### src/rtl/seq_arith_unit_pkg.sv
// Shared definitions for the sequential arithmetic unit: opcode and FSM
// state encodings used by the top level and by the testbench.
package seq_arith_unit_pkg;

  // Operation selector as presented on opSel.
  typedef enum logic [1:0] {
    OP_ADD  = 2'b00,
    OP_SUB  = 2'b01,
    OP_MULU = 2'b10,
    OP_MULS = 2'b11
  } arithOp_e;

  // Control FSM states: accept, compute, hold result for the consumer.
  typedef enum logic [1:0] {
    ST_IDLE = 2'b00,
    ST_CALC = 2'b01,
    ST_DONE = 2'b10
  } arithState_e;

endpackage

### src/rtl/shift_add_step.sv
// One combinational iteration of the shift-add multiplier: conditionally add
// the multiplicand into the accumulator, then advance multiplicand (left) and
// multiplier (right) by one bit position.
module shift_add_step #(
  parameter int dataWidth = 8
) (
  input  logic [2*dataWidth-1:0] accIn,
  input  logic [2*dataWidth-1:0] mcandIn,
  input  logic [dataWidth-1:0]   mplierIn,
  output logic [2*dataWidth-1:0] accOut,
  output logic [2*dataWidth-1:0] mcandOut,
  output logic [dataWidth-1:0]   mplierOut
);

  // Single partial-product accumulation and operand shift.
  always_comb begin
    accOut    = accIn;
    mcandOut  = mcandIn << 1;
    mplierOut = mplierIn >> 1;
    if (mplierIn[0]) begin
      accOut = accIn + mcandIn;
    end else begin
      accOut = accIn;
    end
  end

endmodule

### src/rtl/seq_arith_unit.sv
// Multi-op sequential arithmetic unit: ADD/SUB in one compute cycle,
// unsigned and signed multiply by iterative shift-add over dataWidth cycles.
// valid/ready handshake on input and output; one operation in flight.
module seq_arith_unit
  import seq_arith_unit_pkg::*;
#(
  parameter int dataWidth = 8
) (
  input  logic                   arithClock,
  input  logic                   resetNeg,
  input  logic                   inValid,
  output logic                   inReady,
  input  logic [1:0]             opSel,
  input  logic [dataWidth-1:0]   numA,
  input  logic [dataWidth-1:0]   numB,
  output logic                   outValid,
  input  logic                   outReady,
  output logic [2*dataWidth-1:0] result,
  output logic                   carryOut,
  output logic                   overflowBit
);

  localparam int W  = dataWidth;
  localparam int CW = $clog2(dataWidth + 1);
  localparam logic [CW-1:0] LAST_STEP = CW'(dataWidth - 1);

  arithState_e stateR, stateNextS;
  arithOp_e    opR;

  logic [W-1:0]   aR, bR;
  logic [2*W-1:0] accR, mcandR;
  logic [W-1:0]   mplierR;
  logic           negR;
  logic [CW-1:0]  countR;

  logic [2*W-1:0] resultR;
  logic           carryR, overflowR, outValidR;

  logic [2*W-1:0] accStepS, mcandStepS;
  logic [W-1:0]   mplierStepS;
  logic [2*W-1:0] productS;
  logic           mulOvfS;
  logic [W:0]     addSumS, subSumS;
  logic           addOvfS, subOvfS;
  logic [W-1:0]   magAS, magBS;
  logic           lastStepS, isMulS;

  shift_add_step #(.dataWidth(W)) stepUnit (
    .accIn    (accR),
    .mcandIn  (mcandR),
    .mplierIn (mplierR),
    .accOut   (accStepS),
    .mcandOut (mcandStepS),
    .mplierOut(mplierStepS)
  );

  assign inReady     = (stateR == ST_IDLE);
  assign outValid    = outValidR;
  assign result      = resultR;
  assign carryOut    = carryR;
  assign overflowBit = overflowR;

  // Operand magnitudes at capture; only MULS strips the sign.
  always_comb begin
    magAS = numA;
    magBS = numB;
    if (opSel == OP_MULS && numA[W-1]) begin
      magAS = ~numA + {{(W-1){1'b0}}, 1'b1};
    end else begin
      magAS = numA;
    end
    if (opSel == OP_MULS && numB[W-1]) begin
      magBS = ~numB + {{(W-1){1'b0}}, 1'b1};
    end else begin
      magBS = numB;
    end
  end

  // Add/sub results and signed-overflow flags from the captured operands.
  always_comb begin
    addSumS = {1'b0, aR} + {1'b0, bR};
    subSumS = {1'b0, aR} + {1'b0, ~bR} + {{W{1'b0}}, 1'b1};
    addOvfS = (aR[W-1] == bR[W-1]) && (addSumS[W-1] != aR[W-1]);
    subOvfS = (aR[W-1] != bR[W-1]) && (subSumS[W-1] != aR[W-1]);
  end

  // Final product with sign fix-up and overflow classification.
  always_comb begin
    productS  = accStepS;
    lastStepS = (countR == LAST_STEP);
    isMulS    = (opR == OP_MULU) || (opR == OP_MULS);
    if (negR) begin
      productS = ~accStepS + {{(2*W-1){1'b0}}, 1'b1};
    end else begin
      productS = accStepS;
    end
    if (opR == OP_MULS) begin
      mulOvfS = (productS[2*W-1:W] != {W{productS[W-1]}});
    end else begin
      mulOvfS = (productS[2*W-1:W] != {W{1'b0}});
    end
  end

  // Control state register.
  always_ff @(posedge arithClock or negedge resetNeg) begin
    if (!resetNeg) begin
      stateR <= ST_IDLE;
    end else begin
      stateR <= stateNextS;
    end
  end

  // Next-state decode: IDLE -> CALC -> DONE -> IDLE.
  always_comb begin
    stateNextS = stateR;
    case (stateR)
      ST_IDLE: begin
        if (inValid) begin
          stateNextS = ST_CALC;
        end else begin
          stateNextS = ST_IDLE;
        end
      end
      ST_CALC: begin
        if (!isMulS || lastStepS) begin
          stateNextS = ST_DONE;
        end else begin
          stateNextS = ST_CALC;
        end
      end
      ST_DONE: begin
        if (outReady) begin
          stateNextS = ST_IDLE;
        end else begin
          stateNextS = ST_DONE;
        end
      end
      default: stateNextS = ST_IDLE;
    endcase
  end

  // Output valid tracks entry into and residence in DONE.
  always_ff @(posedge arithClock or negedge resetNeg) begin
    if (!resetNeg) begin
      outValidR <= 1'b0;
    end else begin
      outValidR <= (stateNextS == ST_DONE);
    end
  end

  // Operand capture, multiply iteration and result/flag registers.
  always_ff @(posedge arithClock or negedge resetNeg) begin
    if (!resetNeg) begin
      opR       <= OP_ADD;
      aR        <= {W{1'b0}};
      bR        <= {W{1'b0}};
      accR      <= {(2*W){1'b0}};
      mcandR    <= {(2*W){1'b0}};
      mplierR   <= {W{1'b0}};
      negR      <= 1'b0;
      countR    <= {CW{1'b0}};
      resultR   <= {(2*W){1'b0}};
      carryR    <= 1'b0;
      overflowR <= 1'b0;
    end else begin
      case (stateR)
        ST_IDLE: begin
          if (inValid) begin
            opR     <= arithOp_e'(opSel);
            aR      <= numA;
            bR      <= numB;
            accR    <= {(2*W){1'b0}};
            mcandR  <= {{W{1'b0}}, magAS};
            mplierR <= magBS;
            negR    <= (opSel == OP_MULS) && (numA[W-1] ^ numB[W-1]);
            countR  <= {CW{1'b0}};
          end
        end
        ST_CALC: begin
          case (opR)
            OP_ADD: begin
              resultR   <= {{W{1'b0}}, addSumS[W-1:0]};
              carryR    <= addSumS[W];
              overflowR <= addOvfS;
            end
            OP_SUB: begin
              resultR   <= {{W{1'b0}}, subSumS[W-1:0]};
              carryR    <= subSumS[W];
              overflowR <= subOvfS;
            end
            OP_MULU, OP_MULS: begin
              accR    <= accStepS;
              mcandR  <= mcandStepS;
              mplierR <= mplierStepS;
              countR  <= countR + {{(CW-1){1'b0}}, 1'b1};
              if (lastStepS) begin
                resultR   <= productS;
                carryR    <= 1'b0;
                overflowR <= mulOvfS;
              end
            end
            default: begin
              resultR <= resultR;
            end
          endcase
        end
        ST_DONE: begin
          resultR <= resultR;
        end
        default: begin
          countR <= {CW{1'b0}};
        end
      endcase
    end
  end

endmodule
### config.mk
export PLATFORM = sky130hd
export DESIGN_NAME = seq_arith_unit
export DESIGN_NICKNAME = d
export VERILOG_FILES = /design/src/rtl/seq_arith_unit_pkg.sv /design/src/rtl/shift_add_step.sv /design/src/rtl/seq_arith_unit.sv
export SDC_FILE = /design/constraint.sdc
export NUM_CORES = 1
export LEC_CHECK = 0
export ABC_CLOCK_PERIOD_IN_PS = 6000
export CAP_MARGIN = 10
export CORE_UTILIZATION = 52
export DETAILED_ROUTE_END_ITERATION = 7
export PLACE_DENSITY = 0.79
export SYNTH_ARGS = -nofsm -noshare
export SYNTH_HDL_FRONTEND = slang
export SYNTH_SLANG_ARGS = --single-unit
export TNS_END_PERCENT = 100
### constraint.sdc
create_clock -name arithClock -period 6 [get_ports arithClock]
set_clock_uncertainty 0.05 [all_clocks]
set_input_delay 1.8 -clock arithClock [delete_from_list [all_inputs] [get_ports arithClock]]
set_output_delay 1.8 -clock arithClock [all_outputs]
set_load 0.005 [all_outputs]
# ---- Word level (Yosys, flattened, before mapping)
# Index checks and enable logic that the tools add are counted.
dict set report totals {
  register_bits 84
  input_bits 22
  output_inout_bits 20
  word_cells 87
}
dict set report classes {
  addsub 8
  eq_ne 16
  mux 27
  n_bitwise 6
  n_reduce_logical 17
}
# operator n
set op_table {}
lappend op_table {{16-bit two-way mux} 7}
lappend op_table {{16-bit one-hot mux with 2 select lines} 2}
lappend op_table {{16-bit one-hot mux with 3 select lines} 1}
lappend op_table {{8-bit two-way mux} 4}
lappend op_table {{8-bit NOT} 3}
lappend op_table {{8-bit by 8-bit adder with 9-bit output} 2}
lappend op_table {{16-bit by 1-bit adder with 16-bit output, second input constant} 1}
lappend op_table {{16-bit adder} 1}
lappend op_table {{8-bit by 1-bit adder with 8-bit output, second input constant} 2}
lappend op_table {{16-bit NOT} 1}
lappend op_table {{8-bit one-hot mux with 2 select lines} 1}
lappend op_table {{4-bit one-hot mux with 3 select lines} 1}
lappend op_table {{2-bit equality test, second input constant} 5}
lappend op_table {{9-bit by 1-bit adder with 9-bit output, second input constant} 1}
lappend op_table {{4-bit two-way mux} 2}
lappend op_table {{8-bit inequality test} 1}
lappend op_table {{8-bit nonzero test} 1}
lappend op_table {{2-bit inequality test, second input constant} 3}
lappend op_table {{1-bit one-hot mux with 3 select lines} 2}
lappend op_table {{2-bit one-hot mux with 3 select lines} 1}
lappend op_table {{3-bit AND reduction} 2}
lappend op_table {{1-bit logical AND} 5}
lappend op_table {{4-bit by 1-bit adder with 4-bit output, second input constant} 1}
lappend op_table {{2-bit by 1-bit equality test with 1-bit output, second input constant} 2}
lappend op_table {{13 further kinds} 22}

# ---- Logic depth before layout (Yosys ltp)
# Gate-level depths: netlist (run 1).
dict set report depth {
  word_depth 9
  ltp_mapped 13
  mapped_depth_nobuf 13
}

# ---- By module
# Synthesis (run 1) repeated with hierarchy kept, for this count alone.
dict set report unflattened {
  cells_unflattened 660
  area_unflattened_um2 5945.7
}
# module instances cells_per_inst area_each_um2 seq_area_each_um2
set modules_own_cells {}
lappend modules_own_cells {seq_arith_unit 1 520 4799.6 2102.0}
lappend modules_own_cells {shift_add_step 1 140 1146.1 0.0}

# ---- Worst setup path before layout (run 1)
# Ideal clock, no wire load.
dict set report synth_timing {
  kind {register to register}
  from {register accR[0]}
  to {register overflowR, in the netlist overflowBit}
  setup_ps 124
  arrival_ps 3019
  required_ps 5826
  path_slack_ps 2807
  path_stages_with_launch 13
  path_buffers 0
  period_less_slack_ps 3193
  cell_sequence {dfrtp_1 > ha_1 > fa_1 > a211oi_2 > o211ai_1 > a31o_1 > or3_1 > a31oi_2 > a41oi_2 > xnor2_2 > xnor2_1 > a311o_1 > o21ai_1}
}
dict set report synth_via {
  elab_chain_len 9
  elab_cells_between_ends 10
  cone_classes {2 x add/sub; 1 x eq/ne; 5 x mux; 1 x bitwise; 1 x reduce/logical}
}
# item line_no
set synth_rtl {}
lappend synth_rtl {{from (decl)} seq_arith_unit.sv:31} ;# logic [2*W-1:0] accR, mcandR;
lappend synth_rtl {{from (signal assigned)} seq_arith_unit.sv:157} ;# accR <= {(2*W){1'b0}};
lappend synth_rtl {{from (signal assigned)} seq_arith_unit.sv:172} ;# accR <= {(2*W){1'b0}};
lappend synth_rtl {{from (signal assigned)} seq_arith_unit.sv:192} ;# accR <= accStepS;
lappend synth_rtl {{16-bit adder} shift_add_step.sv:21} ;# accOut = accIn + mcandIn;
lappend synth_rtl {{16-bit two-way mux (*)} shift_add_step.sv:20} ;# if (mplierIn[0]) begin
lappend synth_rtl {{16-bit NOT} seq_arith_unit.sv:93} ;# productS = ~accStepS + {{(2*W-1){1'b0}}, 1'b1};
lappend synth_rtl {{16-bit by 1-bit adder with 16-bit output} seq_arith_unit.sv:93}
lappend synth_rtl {{16-bit two-way mux (*)} seq_arith_unit.sv:92} ;# if (negR) begin
lappend synth_rtl {{8-bit inequality test / 8-bit nonzero test (equally long branches)} {seq_arith_unit.sv:98, seq_arith_unit.sv:100}}
lappend synth_rtl {{1-bit two-way mux (*)} seq_arith_unit.sv:97} ;# if (opR == OP_MULS) begin
lappend synth_rtl {{1-bit two-way mux (*)} seq_arith_unit.sv:196} ;# if (lastStepS) begin
lappend synth_rtl {{1-bit one-hot mux with 3 select lines (*)} seq_arith_unit.sv:180} ;# case (opR)
lappend synth_rtl {{to (signal assigned)} seq_arith_unit.sv:184} ;# overflowR <= addOvfS;
lappend synth_rtl {{to (signal assigned)} seq_arith_unit.sv:189} ;# overflowR <= subOvfS;
lappend synth_rtl {{to (signal assigned)} seq_arith_unit.sv:199} ;# overflowR <= mulOvfS;
lappend synth_rtl {{to (decl)} seq_arith_unit.sv:37} ;# logic carryR, overflowR, outValidR;
# Every way passes the cells marked *; elsewhere a longest branch is shown, timed or not. The select of a mux whose other input is x is not followed.
# A chain may end at the register's enable or synchronous reset.

# ---- Worst setup path in the final report (run 1)
# Ends and elaborated chain as after synthesis.

==> results of run 1 <==
[registers in the layout, summed over array words and instances (netlist names)]
register,cells
accR,16
bR,8
countR,4
stateR,2
negR,1
carryOut,1
overflowBit,1
result,16
mcandR,16
opR,2
aR,8
outValid,1
mplierR,8
[area by class of cell]
class                   instances  area [um2]  share of cell area, %
well taps                     140         175                   2.59
clock inverters                 3        22.5                  0.332
clock buffers                  12         256                   3.79
repair buffers                 44         430                   6.35
multi-input cells             541        3690                   54.5
inverters                      24        92.6                   1.37
flip-flops and latches         84        2100                   31.0
[cell usage after synthesis (all sizes together) (4+ instances only)]
cell type,number
a211oi,10
a21o,7
a21oi,53
a22o,15
a31oi,5
a41oi,4
and2,6
and3,7
buf,6
clkbuf,28
dfrtp,84
ha,35
inv,24
mux2,10
mux2i,13
nand2,94
nand2b,12
nand3,9
nand3b,5
nand4,6
nor2,38
nor2b,5
nor3,12
nor4,5
o2111ai,4
o211ai,6
o21ai,75
o21bai,4
o22ai,4
o31ai,9
or3,13
xnor2,23
xor2,7
[critical path, stage by stage, from the launching register on]
cell,delay (ns)
dfrtp_1,0.40
ha_1,0.27
fa_1,0.45
a21oi_1,0.27
mux2i_1,0.13
a211oi_2,0.43
nand4_1,0.25
nor4b_2,0.39
a41oi_2,0.22
xnor2_2,0.17
xnor2_1,0.36
a311o_1,0.24
o21ai_1,0.08
[worst min-delay path by stage]
| stage | start | end | slack, ns | cells past startpoint |
|---|---|---|---|---|
| final | result[11]$_DFFE_PN0P_ | result[11]$_DFFE_PN0P_ | 0.43 | 2 |
| after global routing | mplierR[4]$_DFFE_PN0P_ | mplierR[4]$_DFFE_PN0P_ | 0.45 | 2 |
| after CTS | result[11]$_DFFE_PN0P_ | result[11]$_DFFE_PN0P_ | 0.43 | 2 |
| after detailed placement | result[11]$_DFFE_PN0P_ | result[11]$_DFFE_PN0P_ | 0.42 | 2 |
| after global placement | carryOut$_DFFE_PN0P_ | carryOut$_DFFE_PN0P_ | 0.41 | 2 |
| after floorplan | mplierR[2]$_DFFE_PN0P_ | mplierR[2]$_DFFE_PN0P_ | 0.40 | 2 |
[power groups by stage]
stage	registers (W)	logic (W)	clock network, W
after floorplan	0.000871	0.00171	0
after global placement	0.000990	0.00204	0
after detailed placement	0.00100	0.00211	0
after CTS	0.000994	0.00213	0.000532
after global routing	0.00103	0.00237	0.000563
final	0.000998	0.00215	0.000526
[metal layers]
metal / up-vias / wire [um] / global-route usage [%] / share of wire [%]
met3: 25 / 788 / 5.28 / 5.3
met1: 2588 / 6420 / 32.0 / 43
met2: 179 / 7490 / 47.4 / 50
li1: 2549 / - / - / -
met5: - / 0 / 0 / 0
met4: 0 / 221 / 7.90 / 1.5
[metrics by stage]
step	utilization [%]	area, um2	total power [W]
2_1_floorplan	-	6030	0.00258
3_3_place_gp	58.6	6490	0.00303
3_5_place_dp	58.6	6490	0.00311
4_1_cts	61.1	6770	0.00366
5_1_grt	61.1	6770	0.00396
6_report	61.1	6770	0.00367
[kinds of logic after synthesis]
logic type | after synthesis | share of synthesized area [%]
and+or+nand+nor | 226 | 18.5
buffers and inverters | 58 | 4.09
DFF | 84 | 34.9
muxes | 23 | 4.02
AOI/OAI and AO/OA | 224 | 25.8
adders and majority gates | 38 | 8.26
xor gates and xnor gates | 30 | 4.48
==> metrics.txt, run 1 <==
status=finished, final reports clean; Synth Area per Inst=8.83 um2; Worst R2R End=overflowBit$_DFFE_PN0P_; Peak VDD IR=about 0.00034 V; WP data arrival=between 3 and 4 ns; unrepaired setup endpoints after global routing=false; first-pass GRT wire length=approximately 25 mm; Place WS=slightly below 2 ns; share of Yosys cell area claimed by the top area cell type=a little over a third; crit path kind=reg -> reg; worst reg2reg setup slack=between 2 and 2.5 ns; vias per cell=around 6.3; number of max-cap violations=0; Hold-fix buffers, CTS=0; post_cts resized=0; clock buffer count from CTS=9; Worst slew margin=roughly 22%; DP Wirelength=about 11 mm; maximum buffer depth of the clock tree=2; final WL=around 15 mm; Final #Nets=764; setup_tns=0 ns; synthesized instance count=just under 700; initial antenna violation count=0; Sink Count=84; largest area contributor in the netlist=dfrtp_1; most frequent cells in the layout=nand2_1, dfrtp_1, o21ai_0, a21oi_1, clkdlybuf4s50_1; clock share of power=between 10% and 20%; FF-to-FF path depth=12; Slew @ Worst Pin=about 1.2 ns; std cell rows=38; power density over cell area=roughly 540 nW/um2; Horiz. Die Dim=110 um; Initial Util=about 54%; post-CTS setup buffer count=0; Root Buffer Master=clkbuf_16; layout cells sized above 1=under 10%; Critical Path Fanout Max=5; RD Place Congestion=about 0.88; WHS=~0.43 ns; Layout area overhead=12.3%; worst min-delay path class=reg -> reg; crit share post-route=between 60 and 70%; Ports=42; LEAKAGE=between 2 and 3 nW; max-slew violations=0; die area=12000 um2; Cell variety after synth=just over 80; H-tree depth=3; clock period minus worst slack=roughly 3.8 ns; WP data required=roughly 6.2 ns; average wire per standard cell=between 15 and 20 um; Clk Latency, worst-skew pair=between 0.3 and 0.4 ns; CTS tree=done; routed vias=between 5000 and 6000; ranking of synthesized cells by area=dfrtp_1, ha_1, o21ai_0, nand2_1, a21oi_1; Startpoint Class=flop; CP endpoint kind=flop; Setup-failing EPs final=0; Core ar.=between 10000 and 15000 um2; Fin. Hold Viols=0; clock-pin slew on the worst setup and hold paths=0.06 ns; drt drc=0; Antenna diodes=0; P_int=approximately 0.0019 W; Max Freq=approximately 0.26 GHz; largest net degree at the start of global routing=between 50 and 60; antenna-violating nets left=0; Top FF cell, synth=dfrtp_1; vias in the first global route=5157; Post-synth EDFFs=0; setup slack after layout=~2.2 ns; Critical Path Sink=overflowBit$_DFFE_PN0P_; Filler cells=970; ys async rst share=between 90% and 100%; DP Cell Count=about 830; switching power total=roughly 0.0017 W; Die Y=110 um; worst setup path startpoint=accR[0]$_DFFE_PN0P_; Net Sw Frac=between 40% and 50%; Cell Count, Final, Fillers Out=around 850; post-synthesis cell area=between 6000 and 7000 um2; drt pass-1 iters=7; port buffer count=41; most common cell after layout, fill and taps aside=nand2_1; total gr overflow=0; sequential fraction of the synthesis area=approximately a third; Yosys warning count=0; #FFs+latches synth=84; r2r startpoint=accR[0]$_DFFE_PN0P_; Logic pwr share=between 50 and 60%; GRT Util Overall=26.5%; syn nets=~740; initial detailed-routing violation count=~330; Seq pwr share=around 27%
(Power assumes the default switching activity.)
==> run 2, diff against run 1 <==
ABC_CLOCK_PERIOD_IN_PS = 3450   (was 6000)
PLACE_DENSITY = 0.82   (was 0.79)
clock period = 3.45 ns   (was 6 ns; I/O delays follow)
==> run 2 against run 1 <==
Non-clock buffer count increased by 13. Routed wire length is 2.4% higher. Flip-flop and latch count stayed put. Setup slack lost 2.1 ns. Maximum frequency increased by 12%. Critical endpoint unchanged. Critical path depth fell by 1. Global-route usage rose by 0.066 points. Largest power group unchanged.
==> metrics.txt, run 2 (synthesized netlist as in run 1, its figures left out) <==
Antenna diodes=0 (unchanged); Sink Count=84 (unchanged); Startpoint Class=flop; antenna-violating nets left=0 (unchanged); setup slack after layout=0.0417 ns (-2.14 ns); maximum buffer depth of the clock tree=2 (unchanged); Core Util, Final=63.2% (+2.1 points); WP data required=3.63 ns (-2.54 ns); RD Place Congestion=0.934 (+5.5%); first-pass GRT wire length=24.7 mm (+0.31%); clock buffer count from CTS=9 (unchanged); Filler cells=916 (-5.6%); vias in the first global route=5185 (+0.54%); largest net degree at the start of global routing=85 (+52%); r2r startpoint=accR[9]$_DFFE_PN0P_; Setup-failing EPs final=0 (unchanged); clock share of power=14.9% (+0.6 points); Initial Util=54.4% (unchanged); status=finished, final reports clean; total gr overflow=0 (unchanged); LEAKAGE=3.03 nW (+4.3%); final WL=15.3 mm (+2.4%); H-tree depth=3 (unchanged); port buffer count=41 (unchanged); WHS Endpoint=result[6]$_DFFE_PN0P_; switching power total=0.00315 W (+81%); Place WS=0.00126 ns (-1.94 ns); Worst slew margin=57.2% (+35 points); number of max-cap violations=0 (unchanged); Pwr Total=0.00678 W (+85%); Clk Latency, worst-skew pair=0.35 ns (about the same); worst min-delay path class=reg -> reg; CP endpoint kind=flop; max-slew violations=0 (unchanged); Slew @ Worst Pin=0.640 ns (-0.525 ns); die area=12000 um2 (unchanged); CTS tree=done; layout cells sized above 1=11.6% (+3.2 points); worst reg2reg setup slack=0.04 ns (-2.14 ns); Seq pwr share=23.8% (-3.4 points); P_int=0.00363 W (+88%); GRT Util Overall=26.6% (+0.066 points); Hold-fix buffers, CTS=0 (unchanged); initial detailed-routing violation count=296 (-9.8%); Layout area overhead=16.2%; Final #Nets=777 (+1.7%); drt pass-1 iters=5 (-2); Fin. Hold Viols=0 (unchanged); Post-Layout Inst Area=7010 um2 (+3.4%); Horiz. Die Dim=110 um (unchanged); initial antenna violation count=0 (unchanged); WP data arrival=3.59 ns (-0.40 ns); Root Buffer Master=clkbuf_16; Peak VDD IR=0.000674 V (+100%); Die Y=110 um (unchanged); most common cell after layout, fill and taps aside=nand2_1; FF-to-FF path depth=11 (-1); average wire per standard cell=17.7 um (+0.77%); Max Freq=0.293 GHz (+12%); most frequent cells in the layout=nand2_1, dfrtp_1, o21ai_0, a21oi_1, clkdlybuf4s50_1; Critical Path Fanout Max=9 (+4); clock-pin slew on the worst setup and hold paths=0.06 ns (about the same); crit path kind=reg -> reg; Net Sw Frac=46.4% (-0.84 points); DP Wirelength=10.9 mm (+0.65%); routed vias=5464 (+2.3%); clock period minus worst slack=3.41 ns (-0.410 ns); Ports=42 (unchanged); min-delay src=result[6]$_DFFE_PN0P_; crit share post-route=98.8% (+35 points); Worst R2R End=overflowBit$_DFFE_PN0P_; std cell rows=38 (unchanged); Logic pwr share=61.3% (+2.8 points); vias per cell=6.34 (+0.64%); hold path cells=2 (unchanged); power density over cell area=967 nW/um2 (+78%); Placed Area=6620 um2 (+1.9%); drt drc=0 (unchanged); Core ar.=11100 um2 (unchanged)
[run 2: how the worst max path moves through the flow]
stage | startpoint | to | cells past startpoint
final | accR[9]$_DFFE_PN0P_ | overflowBit$_DFFE_PN0P_ | 11
after global routing | mcandR[0]$_DFFE_PN0P_ | overflowBit$_DFFE_PN0P_ | 12
after CTS | accR[0]$_DFFE_PN0P_ | overflowBit$_DFFE_PN0P_ | 12
after detailed placement | accR[0]$_DFFE_PN0P_ | overflowBit$_DFFE_PN0P_ | 12
after global placement | accR[0]$_DFFE_PN0P_ | overflowBit$_DFFE_PN0P_ | 12
after floorplan | accR[0]$_DFFE_PN0P_ | overflowBit$_DFFE_PN0P_ | 12
[run 2: layer usage]
layer	vias up	wire, um	global-route usage, %
li1	2549	-	-
met1	2676	6410	32.4
met2	200	7670	46.2
met3	39	730	4.56
met4	0	467	11.0
met5	-	0	0
[run 2: through the flow]
stage          instances  setup TNS, ns  hold slack (ns)
2_1_floorplan        683              0            0.400
3_3_place_gp         846              0            0.411
3_5_place_dp         846              0            0.420
4_1_cts              862              0            0.428
5_1_grt              862         -0.104            0.469
6_report             862              0            0.428
[run 2: critical path, stage by stage (launching register included)]
cell and delay [ns]:
dfrtp_1 0.44, ha_1 0.43, and3_1 0.28, a221oi_1 0.40
a21boi_1 0.27, o311ai_2 0.13, nor3_1 0.40, a41oi_2 0.21
xnor2_2 0.18, xnor2_2 0.16, nor3_1 0.24, o21ai_1 0.10
[run 2: final cells by class]
| class | instances | area [um2] | area share, % |
|---|---|---|---|
| multi-input combinational | 541 | 3770 | 53.8 |
| sequential | 84 | 2100 | 30.0 |
| timing repair buffer | 57 | 553 | 7.89 |
| clock buffer | 13 | 270 | 3.86 |
| tap | 140 | 175 | 2.50 |
| inverter | 24 | 92.6 | 1.32 |
| clock inverter | 3 | 43.8 | 0.625 |
[run 2: what timing repair did]
item | 4_1_cts | 5_1_grt
setup endpoints to repair | 1 | 1
pin swaps | 0 | 2
gates resized for setup | 1 | 14
setup buffers | 0 | 0
[run 2: power by group through the flow]
| stage | clock network (W) | logic (W) | registers, W |
|---|---|---|---|
| CTS | 0.00102 | 0.00397 | 0.00160 |
| floorplan | 0 | 0.00298 | 0.00151 |
| finish | 0.00101 | 0.00415 | 0.00161 |
| global placement | 0 | 0.00377 | 0.00160 |
| global route | 0.00106 | 0.00454 | 0.00166 |
| detailed placement | 0 | 0.00392 | 0.00162 |
==> run 3, diff against run 2 <==
ABC_AREA = 1   (was unset)
SLEW_MARGIN = 25   (was unset)
==> run 3 against run 2 <==
Flip-flop and latch count unchanged. Via count increased by 5.5%. Non-clock buffer count decreased by 7. Setup slack improved by 0.35 ns. Routed wire length decreased by 1.2%. Count of clock-buffer cells in the layout decreased by 4. Power decreased by 4.7%. Largest power group unchanged.
==> metrics.txt, run 3 <==
largest net degree at the start of global routing=53 (-38%); count leader, synth=nand2_1; Ports=42 (unchanged); WP data arrival=3.28 ns (-0.31 ns); Final #Nets=967 (+24%); Antenna diodes=0 (unchanged); antenna-violating nets left=0 (unchanged); P_int=0.00333 W (-8.4%); post-synthesis cell area=6040 um2 (+0.17%); CP endpoint kind=flop; share of Yosys cell area claimed by the top area cell type=34.8% (-0.058 points); LEAKAGE=3.52 nW (+16%); crit share post-route=88.7% (-10 points); Seq pwr share=25.8% (+2.0 points); Place WS=0.446 ns (+0.445 ns); DP Wirelength=11.4 mm (+4.1%); most frequent cells in the layout=nand2_1, inv_1, dfrtp_1, nand3_1, nor2_1; sequential fraction of the synthesis area=34.8% (-0.058 points); Worst slew margin=55.6% (-1.7 points); Logic pwr share=57.8% (-3.5 points); vias per cell=5.48 (-14%); post-CTS setup buffer count=0 (unchanged); RD Place Congestion=0.964 (+3.3%); setup_tns=0 ns (unchanged); synthesized instance count=872 (+28%); Core ar.=11100 um2 (unchanged); clock share of power=16.4% (+1.5 points); most common cell after layout, fill and taps aside=nand2_1; WP data required=3.67 ns (+0.04 ns); Cell variety after synth=44 (-46%); layout cells sized above 1=5.37% (-6.3 points); initial detailed-routing violation count=380 (+28%); Post-synth EDFFs=0 (unchanged); Horiz. Die Dim=110 um (about the same); CTS tree=done; Fin. Hold Viols=0 (unchanged); Net Sw Frac=48.5% (+2.1 points); Startpoint Class=flop; Setup-failing EPs final=0 (unchanged); clock buffer count from CTS=9 (unchanged); total gr overflow=0 (unchanged); Top FF cell, synth=dfrtp_1; drt drc=0 (unchanged); Clk Latency, worst-skew pair=0.34 ns (about the same); #FFs+latches synth=84 (unchanged); setup slack after layout=0.389 ns (+0.347 ns); ys async rst share=100% (unchanged); average wire per standard cell=14.3 um (-19%); syn nets=932 (+25%); drt pass-1 iters=5 (unchanged); Hold-fix buffers, CTS=0 (unchanged); H-tree depth=3 (unchanged); Root Buffer Master=clkbuf_16; vias in the first global route=5426 (+4.6%); Peak VDD IR=0.000452 V (-33%); number of max-cap violations=0 (unchanged); post_cts resized=0 (-1); final WL=15.1 mm (-1.2%); clock period minus worst slack=3.06 ns (-0.347 ns); port buffer count=41 (unchanged); std cell rows=38 (unchanged); switching power total=0.00313 W (-0.48%); Synth Area per Inst=6.93 um2 (-22%); Layout area overhead=14.4%; die area=12100 um2 (+0.16%); worst min-delay path class=reg -> reg; largest area contributor in the netlist=dfrtp_1; first-pass GRT wire length=25.2 mm (+1.8%); initial antenna violation count=0 (unchanged); Yosys warning count=0 (unchanged); Commonest cells post-synth=nand2_1, inv_1, dfrtp_1, nand3_1, nor2_1; Sink Count=84 (unchanged); Max Freq=0.327 GHz (+11%); power density over cell area=934 nW/um2 (-3.4%); routed vias=5764 (+5.5%); maximum buffer depth of the clock tree=2 (unchanged); Critical Path Fanout Max=4 (-5); GRT Util Overall=27.1% (+0.56 points); ranking of synthesized cells by area=dfrtp_1, nand2_1, inv_1, ha_1, nand3_1; clock-pin slew on the worst setup and hold paths=0.06 ns (about the same); Slew @ Worst Pin=0.667 ns (+0.0268 ns); Die Y=110 um (about the same); crit path kind=reg -> reg; Initial Util=54.5% (+0.090 points); unrepaired setup endpoints after global routing=false; status=finished, final reports clean; max-slew violations=0 (unchanged)
-- run 3: cell count changes in the layout (fill, tap and decap cells not counted), sizes merged, moves of 17 or more --
cell,previous run,this run
a21oi,53,36
inv,24,135
nand2,94,252
nand3,9,84
nor2,38,71
o22ai,4,21
xnor2,23,0
-- run 3: power by group through the flow --
stage | Combinational, W | Sequential, W | Clock [W]
2_1_floorplan | 0.00285 | 0.00155 | 0
3_3_place_gp | 0.00359 | 0.00166 | 0
3_5_place_dp | 0.00366 | 0.00167 | 0
4_1_cts | 0.00370 | 0.00166 | 0.00107
5_1_grt | 0.00426 | 0.00171 | 0.00110
6_report | 0.00373 | 0.00166 | 0.00106
-- run 3: worst paths after layout --
kind / slack, ns / from / depth (start not counted) / endpoint
max: 0.39 / mcandR[0]$_DFFE_PN0P_ / 20 / overflowBit$_DFFE_PN0P_
min: 0.44 / result[11]$_DFFE_PN0P_ / 2 / result[11]$_DFFE_PN0P_
max reg2reg: 0.39 / mcandR[0]$_DFFE_PN0P_ / 20 / overflowBit$_DFFE_PN0P_
min reg2reg: 0.44 / result[11]$_DFFE_PN0P_ / 2 / result[11]$_DFFE_PN0P_
max in group asynchronous: 2.06 / resetNeg / 2 / bR[2]$_DFFE_PN0P_
min in group asynchronous: 0.68 / resetNeg / 1 / mcandR[13]$_DFFE_PN0P_
-- run 3: kinds of logic (layout without fill, tap and decap cells) --
| logic type | after synthesis | after routing | synth area share, % |
|---|---|---|---|
| fa+ha+maj | 38 | 38 | 8.24 |
| xor+xnor | 4 | 4 | 0.580 |
| simple gates | 423 | 423 | 29.8 |
| compound gates | 162 | 162 | 15.9 |
| buf+inv | 161 | 201 | 10.7 |
| flops | 84 | 84 | 34.8 |
-- run 3: critical path, stage by stage, from the launching register on --
cell,delay (ns)
dfrtp_1,0.40
ha_1,0.25
fa_1,0.50
o21ai_4,0.24
ha_1,0.19
inv_1,0.05
nor2_1,0.09
nand3_1,0.09
nor2_1,0.09
nand2_1,0.08
nor2_2,0.14
nand2_1,0.10
nand2_2,0.10
nand2_1,0.07
nand2_1,0.06
nand2_1,0.07
nand2_1,0.09
inv_2,0.03
nand2_1,0.07
nand3_2,0.06
a21oi_2,0.13
-- run 3: metal layers --
metal | routed length [um] | track usage [%] | vias to the layer above
li1 | - | - | 2907
met1 | 6680 | 35.3 | 2625
met2 | 7110 | 44.1 | 193
met3 | 839 | 5.45 | 39
met4 | 453 | 10.9 | 0
met5 | 0 | 0 | -
-- run 3: final cells by class --
class	count	area [um2]
repair buffers	50	500
inverters	135	514
clock buffers	9	225
well taps	140	175
multi-input cells	627	3290
clock inverters	7	98.8
fillers	988	4170
flip-flops and latches	84	2100
-- run 3: stage by stage --
step	total power, W	area (um2)	cells	hold WS (ns)	util (%)
6_report	0.00646	6910	1052	0.436	62.4
3_5_place_dp	0.00534	6590	1036	0.424	59.4
4_1_cts	0.00643	6910	1052	0.441	62.4
2_1_floorplan	0.00440	6040	872	0.412	-
3_3_place_gp	0.00525	6590	1036	0.417	59.4
5_1_grt	0.00707	6910	1052	0.459	62.4
